<file path="config.mk">
export PLATFORM = sky130hd
export DESIGN_NAME = aes_decrypt_ctrl
export DESIGN_NICKNAME = d
export VERILOG_FILES = /design/src/rtl/aes_decrypt_ctrl.sv
export SDC_FILE = /design/constraint.sdc
export NUM_CORES = 1
export LEC_CHECK = 0
export BUFFER_PORTS_ARGS = -buffer_cell sky130_fd_sc_hd__clkbuf_2
export CAP_MARGIN = 10
export CORE_MARGIN = 4
export CORE_UTILIZATION = 35
export DETAILED_ROUTE_END_ITERATION = 12
export SLEW_MARGIN = 20
export SYNTH_ARGS = -nofsm -noshare
export SYNTH_HDL_FRONTEND = slang
export SYNTH_SLANG_ARGS = --single-unit
</file>
<file path="constraint.sdc">
create_clock -name clk -period 1.5 [get_ports clk]
set_input_delay 0.3 -clock clk [delete_from_list [all_inputs] [get_ports clk]]
set_output_delay 0.3 -clock clk [all_outputs]
set_load 0.01 [all_outputs]
</file>
<file path="src/rtl/aes_decrypt_ctrl.sv">
// aes_decrypt_ctrl
// ----------------
// Round sequencer for an iterative AES decryption datapath. It checks that
// round keys exist and starts key expansion when they do not. It then steps
// the shared inverse-round datapath through the initial AddRoundKey, NR-1
// full inverse rounds and the final round, and pulses done when finished.
// The block holds no data of its own.
//
// Ports
//   clk        in   system clock, rising edge
//   reset      in   asynchronous active-high reset
//   start      in   request one block decryption (sampled in IDLE only)
//   new_key    in   sampled with start; 1 forces key expansion to rerun
//   key_ready  in   key-expansion unit finished (sampled in KEYGEN only)
//   key_start  out  one-cycle pulse that launches key expansion
//   rk_addr    out  round key index the datapath uses this cycle
//   dp_load    out  datapath captures input block XOR round key rk_addr
//   dp_en      out  datapath state register takes a round result
//   dp_mode    out  00 AddRoundKey, 01 full inverse round, 10 final round
//   busy       out  a block is in progress
//   done       out  one-cycle pulse, datapath output valid
//
// Every output is taken straight from a flop. Each output flop is loaded
// with the value decoded from the next state and next counter, so no output
// depends combinationally on an input. The async reset clears all outputs
// at once.

module aes_decrypt_ctrl #(
    parameter int NR = 10
) (
    input  logic       clk,
    input  logic       reset,
    input  logic       start,
    input  logic       new_key,
    input  logic       key_ready,
    output logic       key_start,
    output logic [3:0] rk_addr,
    output logic       dp_load,
    output logic       dp_en,
    output logic [1:0] dp_mode,
    output logic       busy,
    output logic       done
);

    typedef enum logic [2:0] {
        S_IDLE   = 3'd0,
        S_KEYGEN = 3'd1,
        S_INIT   = 3'd2,
        S_ROUND  = 3'd3,
        S_FINAL  = 3'd4,
        S_DONE   = 3'd5
    } state_t;

    localparam logic [3:0] NR_L = 4'(NR);

    state_t     state, state_nxt;
    logic [3:0] cnt, cnt_nxt;
    logic       keys_valid, keys_valid_nxt;
    logic       kg_first, kg_first_nxt;

    logic       key_start_nxt;
    logic [3:0] rk_addr_nxt;
    logic       dp_load_nxt;
    logic       dp_en_nxt;
    logic [1:0] dp_mode_nxt;
    logic       busy_nxt;
    logic       done_nxt;

    // State, round counter, key flag and all output flops. kg_first is set
    // only on the transition into KEYGEN, so key_start lasts exactly one
    // cycle even if KEYGEN waits a long time for key_ready.
    always_ff @(posedge clk or posedge reset) begin
        if (reset) begin
            state      <= S_IDLE;
            cnt        <= 4'd0;
            keys_valid <= 1'b0;
            kg_first   <= 1'b0;
            key_start  <= 1'b0;
            rk_addr    <= 4'd0;
            dp_load    <= 1'b0;
            dp_en      <= 1'b0;
            dp_mode    <= 2'b00;
            busy       <= 1'b0;
            done       <= 1'b0;
        end else begin
            state      <= state_nxt;
            cnt        <= cnt_nxt;
            keys_valid <= keys_valid_nxt;
            kg_first   <= kg_first_nxt;
            key_start  <= key_start_nxt;
            rk_addr    <= rk_addr_nxt;
            dp_load    <= dp_load_nxt;
            dp_en      <= dp_en_nxt;
            dp_mode    <= dp_mode_nxt;
            busy       <= busy_nxt;
            done       <= done_nxt;
        end
    end

    // Next-state logic. The counter is loaded with NR on the way into INIT.
    // It decrements once per INIT/ROUND cycle, so ROUND issues NR-1 down to
    // 1 and FINAL sees 0. The counter never wraps.
    always_comb begin
        state_nxt      = state;
        cnt_nxt        = cnt;
        keys_valid_nxt = keys_valid;
        kg_first_nxt   = 1'b0;

        case (state)
            S_IDLE: begin
                cnt_nxt = 4'd0;
                if (start) begin
                    if (new_key || !keys_valid) begin
                        state_nxt      = S_KEYGEN;
                        keys_valid_nxt = 1'b0;
                        kg_first_nxt   = 1'b1;
                    end else begin
                        state_nxt = S_INIT;
                        cnt_nxt   = NR_L;
                    end
                end
            end
            S_KEYGEN: begin
                if (key_ready) begin
                    keys_valid_nxt = 1'b1;
                    state_nxt      = S_INIT;
                    cnt_nxt        = NR_L;
                end
            end
            S_INIT: begin
                state_nxt = S_ROUND;
                cnt_nxt   = cnt - 4'd1;
            end
            S_ROUND: begin
                cnt_nxt = cnt - 4'd1;
                if (cnt == 4'd1) begin
                    state_nxt = S_FINAL;
                end
            end
            S_FINAL: begin
                state_nxt = S_DONE;
                cnt_nxt   = 4'd0;
            end
            S_DONE: begin
                state_nxt = S_IDLE;
            end
            default: begin
                state_nxt = S_IDLE;
                cnt_nxt   = 4'd0;
            end
        endcase
    end

    // Output decode of the next state. The result is registered above, so
    // each output lines up with the cycle its state is active.
    always_comb begin
        key_start_nxt = 1'b0;
        rk_addr_nxt   = 4'd0;
        dp_load_nxt   = 1'b0;
        dp_en_nxt     = 1'b0;
        dp_mode_nxt   = 2'b00;
        busy_nxt      = 1'b0;
        done_nxt      = 1'b0;

        case (state_nxt)
            S_KEYGEN: begin
                busy_nxt      = 1'b1;
                key_start_nxt = kg_first_nxt;
            end
            S_INIT: begin
                busy_nxt    = 1'b1;
                dp_load_nxt = 1'b1;
                rk_addr_nxt = cnt_nxt;
            end
            S_ROUND: begin
                busy_nxt    = 1'b1;
                dp_en_nxt   = 1'b1;
                dp_mode_nxt = 2'b01;
                rk_addr_nxt = cnt_nxt;
            end
            S_FINAL: begin
                busy_nxt    = 1'b1;
                dp_en_nxt   = 1'b1;
                dp_mode_nxt = 2'b10;
            end
            S_DONE: begin
                done_nxt = 1'b1;
            end
            default: begin
                busy_nxt = 1'b0;
            end
        endcase
    end

endmodule

</file>
* Word-level counts from Yosys, hierarchy flattened
Index checks and enable logic that the tools add are counted.
** Word-level totals
- Logic and storage cells :: 57
- Input bits :: 5
- Output and inout bits :: 11
- Register bits :: 19
** Operators by class
- Muxes and demuxes :: 23
- Reductions and logical operators :: 9
- Add/sub/neg operators :: 1
- Eq/ne operators :: 14
** Operator list (count)
- $mux 4 :: 4
- $pmux 4 s4 :: 1
- $pmux 3 s5 :: 1
- $eq 3x2->1 const B :: 4
- $eq 3x3->1 const B :: 4
- $mux 1 :: 11
- $mux 3 :: 3
- $eq 3x1->1 const B :: 2
- $ne 2x2->1 const B :: 3
- $reduce_or 2->1 :: 3
- $eq 4x1->1 const B :: 1
- $pmux 2 s2 :: 1
- $reduce_and 4->1 :: 1
- $reduce_or 4->1 :: 1
- $sub 4x1->4 const B :: 1
- $logic_not 3->1 :: 1
- $mux 2 :: 1
- $pmux 1 s2 :: 1
- $reduce_bool 2->1 :: 1
- $logic_not 1->1 :: 1
- $logic_or 1x1->1 :: 1

* Depth between registers and ports, before layout
- Depth in word-level cells :: 8
- Gate-level depth with buffers :: 5
- Depth with buffers taken out :: 5

* Worst setup path before layout
Ideal clock, no wire load.
- Path kind :: reg-to-reg
- Start :: reg cnt[0]
- End :: reg cnt[3]
- Buffers on the path :: 0
- Setup slack :: 0.250 ns
- Arrival :: 1.163 ns
- Stages on the path, launching flop included :: 4
- Setup time :: 0.087 ns
- Data required time :: 1.413 ns
- Period minus slack after synthesis :: 1.250 ns
- Path through :: dfrtp_1 or3_4 or3_1 o211ai_1
** Between the ends
- Longest elaborated chain between the ends :: 2
** Ends and longest elaborated chain
- from (decl) :: line 57 : logic [3:0] cnt, cnt_nxt;
- from (signal assigned) :: line 87 : cnt <= cnt_nxt;
- $sub 4x1->4 :: line 132, 135
- $pmux 4 s4 :: line 109 : case (state)
- named net cnt_nxt[3] :: line 57
The timed path passes the listed nets, and every way through them passes these cells.
A chain may end at the register's enable or synchronous reset.

* Worst setup path in the final report
- Start :: reg state[1]
- End :: reg rk_addr[0]
** Between the ends
- Longest elaborated chain between the ends :: 5
- Elaborated cells between the ends (all ways) :: 16
- Classes of those cells :: 7 x eq/ne; 6 x mux; 3 x reduce/logical
** Ends and longest elaborated chain
- from (decl) :: line 56 : state_t state, state_nxt;
- from (signal assigned) :: line 86 : state <= state_nxt;
- $eq 3x3->1, or another cell as far along :: line 109
- $pmux 3 s5 :: line 109
- $eq 3x2->1 :: line 165 : case (state_nxt)
- $reduce_or 2->1 (no source line)
- $mux 4 (*) :: line 165
- named net rk_addr_nxt[0] :: line 62 : logic [3:0] rk_addr_nxt;
- to (signal assigned) :: line 91 : rk_addr <= rk_addr_nxt;
- to (decl) :: line 37 : output logic [3:0] rk_addr,
The timed path passes the listed nets; every way through them passes the cells marked *.

==> implementation parameters <==
Parameter                              Value

Power
  Power spent charging and discharging nets    0.761 mW
  Portion of total power attributed to combinational logic    between 40% and 50%
  Relative contribution of the clock network to total power    12.9%
  Switching Fraction    38.5%
  Total power density per cell area    2040 nW/um^2
  Internal power of the cells    ~1.2 mW
  Tot Pwr    1.97 mW
  Static power due to leakage    approximately 0.50 nW
  Portion of total power attributed to sequential cells    between 40 and 50%
  Max rail drop VDD    about 0.68 mV

Timing
  Sum of negative setup slack    0 ns
  Slew at the pin closest to its max-slew limit    0.343 ns
  Min cycle time layout    around 1.4 ns
  RSZ-0062 raised after global routing    no
  Max Freq    about 730 MHz
  Worst relative slew slack    77.1%
  Setup Viol. Count Final    0
  Post-route clock skew    0.00310 ns
  Final worst path period share    around 92%
  Final slew viol count    0
  Worst hold slack across all endpoints    roughly 0.23 ns
  Number of hold violations in the final report    0

CTS
  Clock tree from TritonCTS    built
  Clock transition at the register clock pins on the worst setup and hold paths after CTS    0.10 ns
  Max H-tree Level    1
  Postcts setup bufs    0
  Insertion delay of the later-clocked pin in the worst-skew pair    approximately 0.30 ns
  Inserted Clock Buffers    3
  Largest buffer count on any clock path    2
  Clock root buffer    clkbuf_4
  Clock sink total    19

Cells and area
  Antenna diodes    0
  Fin util    43.8%
  FILL cells    213
  Highest-count cells in the layout ignoring fill and taps    dfrtp_1 (19), clkbuf_2 (15), inv_1 (9), nand2_1 (5)
  NumNets Final    between 90 and 100
  Fraction of layout cells with a size suffix above 1    between 20 and 30%
  Most common cell after layout, fill and taps aside    dfrtp_1
  Synth-to-layout area growth    18.9%
  Post-layout instance count excluding filler cells    roughly 120

Global route
  Number of global-route vias before repair    approximately 550
  Global-route wire length before repair    approximately 2500 microns
  Number of antenna violations at the first check in global routing    0
  Overall routing resource usage    a little over a tenth
  Sum of overflow across all layers after global routing    0
  Largest net degree at the start of global routing    20

Worst setup path
  Critical path class    reg -> reg
  R2r worst-path depth    3
  Required time at the endpoint of the critical path    1.72 ns
  Arrival time of data at the critical path endpoint    ~1.6 ns
  Sequence of cells on the critical path    nor4b_4 > a32oi_4 > a22oi_2
  Critical-path top delay cell    dfrtp_1
  Max Fanout on Critical Path    8
  Sort of element at the end of the critical path    flip-flop
  CP Launch Type    flip-flop
  Crit path largest cell delay    ~0.47 ns

Logic synthesis
  Leading post-synthesis cells by cell area    dfrtp_1 (58%), inv_1 (4.1%), a32oi_4 (3.4%)
  Mean post-synth cell area    12.3 sq um
  Mapped Nets    73
  Sequential fraction of the synthesis area    around three fifths
  Number of warnings printed during yosys synthesis    0
  Cell type with the highest aggregate area in the netlist    dfrtp_1
  Post-synthesis cell area    a little over 800 sq um
  Flop and latch count out of synthesis    19
  Synth Instances    66
  Count of distinct cell types in the synthesized netlist    30
  Proportion of netlist area held by the largest area contributor    about three fifths

Routing
  Sum of routed wire length over all layers    1380 microns
  Routed len/inst    12.0 microns
  Number of nets with antenna violations after routing    0
  Detailed router's first-iteration violation count    3
  First-pass detailed-route iteration total    3
  Vias per cell    around 4.7
  DRC violation count after routing    0
  Detailed-route via count    541

Placement
  Final estimated routing congestion in global placement    ~0.84
  Half-perimeter wire length of the detailed placement result    between 1000 and 1500 microns
  Number of input and output port buffers inserted    15
  Placed cells    between 100 and 150

Die
  Floorplan Core Area    between 2000 and 2500 sq um
  Standard-cell row count    17
  Total Die Area    between 3000 and 4000 sq um
  DIE HEIGHT    between 50 and 60 microns
  Initial Utilization    36.8%
  Top Ports    16
  Die width    56.2 microns

Run status
  Outcome    finished, final reports clean

Worst hold path
  Cells on Worst Hold Path    3
  Worst min-delay path class    in -> reg

Flow run
  Number of max-cap violations    0
==> logic make-up after synthesis <==
logic type	count (synthesis)	synth area share [%]
buffers and inverters	10	4.61
adders and majority gates	2	3.07
and+or+nand+nor	20	16.6
DFF	19	58.4
muxes	1	1.23
xor gates and xnor gates	2	2.15
AOI/OAI and AO/OA	12	14.0
==> through the flow <==
step	area, sq um	worst slack, ns
global placement	932	0.137
CTS	968	0.107
finish	968	0.123
floorplan	815	0.250
detailed placement	932	0.125
global route	968	0.0405
==> state kept, by name (all words and copies together), names as in the netlist <==
| register | count |
|---|---|
| keys_valid | 1 |
| busy | 1 |
| dp_load | 1 |
| key_start | 1 |
| cnt | 4 |
| dp_en | 1 |
| state | 3 |
| done | 1 |
| rk_addr | 4 |
| dp_mode | 2 |
==> timing repair <==
action                                 in CTS  in global routing
hold buffers                                1                  0
resized for setup                           0                  0
endpoints found under the hold margin      19                  0
==> critical path, delay by kind of cell, from the launching register on <==
kind,cells,cell delay (ns)
DFF,1,0.47
AOI/OAI and AO/OA,2,0.43
and+or+nand+nor,1,0.39
==> layout make-up <==
cell class | count | area (sq um) | area share (%)
clock buffer | 4 | 26.3 | 2.71
inverter | 10 | 37.5 | 3.88
multi-input combinational | 37 | 302 | 31.1
sequential | 19 | 475 | 49.1
tap | 28 | 35.0 | 3.62
timing repair buffer | 17 | 92.6 | 9.56
==> worst paths after layout <==
path / start / to / slack (ns)
max: state[1] / rk_addr[0] / 0.12
min: start / busy / 0.23
max reg2reg: state[1] / rk_addr[0] / 0.12
min reg2reg: cnt[1] / cnt[1] / 0.58
max in group asynchronous: reset / cnt[0] / 0.77
min in group asynchronous: reset / dp_mode[1] / 0.53
==> cells in the mapped netlist (all sizes together) <==
cell type / count
xnor2: 1
dfrtp: 19
a21oi: 1
a32o: 1
a22o: 1
nor2: 3
nor3: 1
nand2: 5
a32oi: 1
a22oi: 1
xor2: 1
o211ai: 2
or2: 1
mux2i: 1
nor4b: 1
and2b: 1
nand3: 1
ha: 2
nand2b: 2
nor3b: 1
nand4bb: 1
a2bb2oi: 1
inv: 10
o21ai: 3
a21boi: 1
nor2b: 1
or3: 2
==> metal layers <==
layer	GRT usage (%)	vias up	part of all wire, %
met5	0	-	0
met4	9.15	0	4.3
met3	3.25	5	4.3
met2	16.5	12	49
met1	12.0	256	42
li1	-	268	-
==> power by group through the flow <==
stage / Sequential, mW / Combinational (mW) / Clock (mW)
CTS: 0.878 / 0.863 / 0.264
global placement: 0.882 / 0.852 / 0
finish: 0.877 / 0.842 / 0.255
floorplan: 0.914 / 0.578 / 0
global route: 0.903 / 0.946 / 0.294
detailed placement: 0.890 / 0.853 / 0
Power figures use the tool's default switching activity.
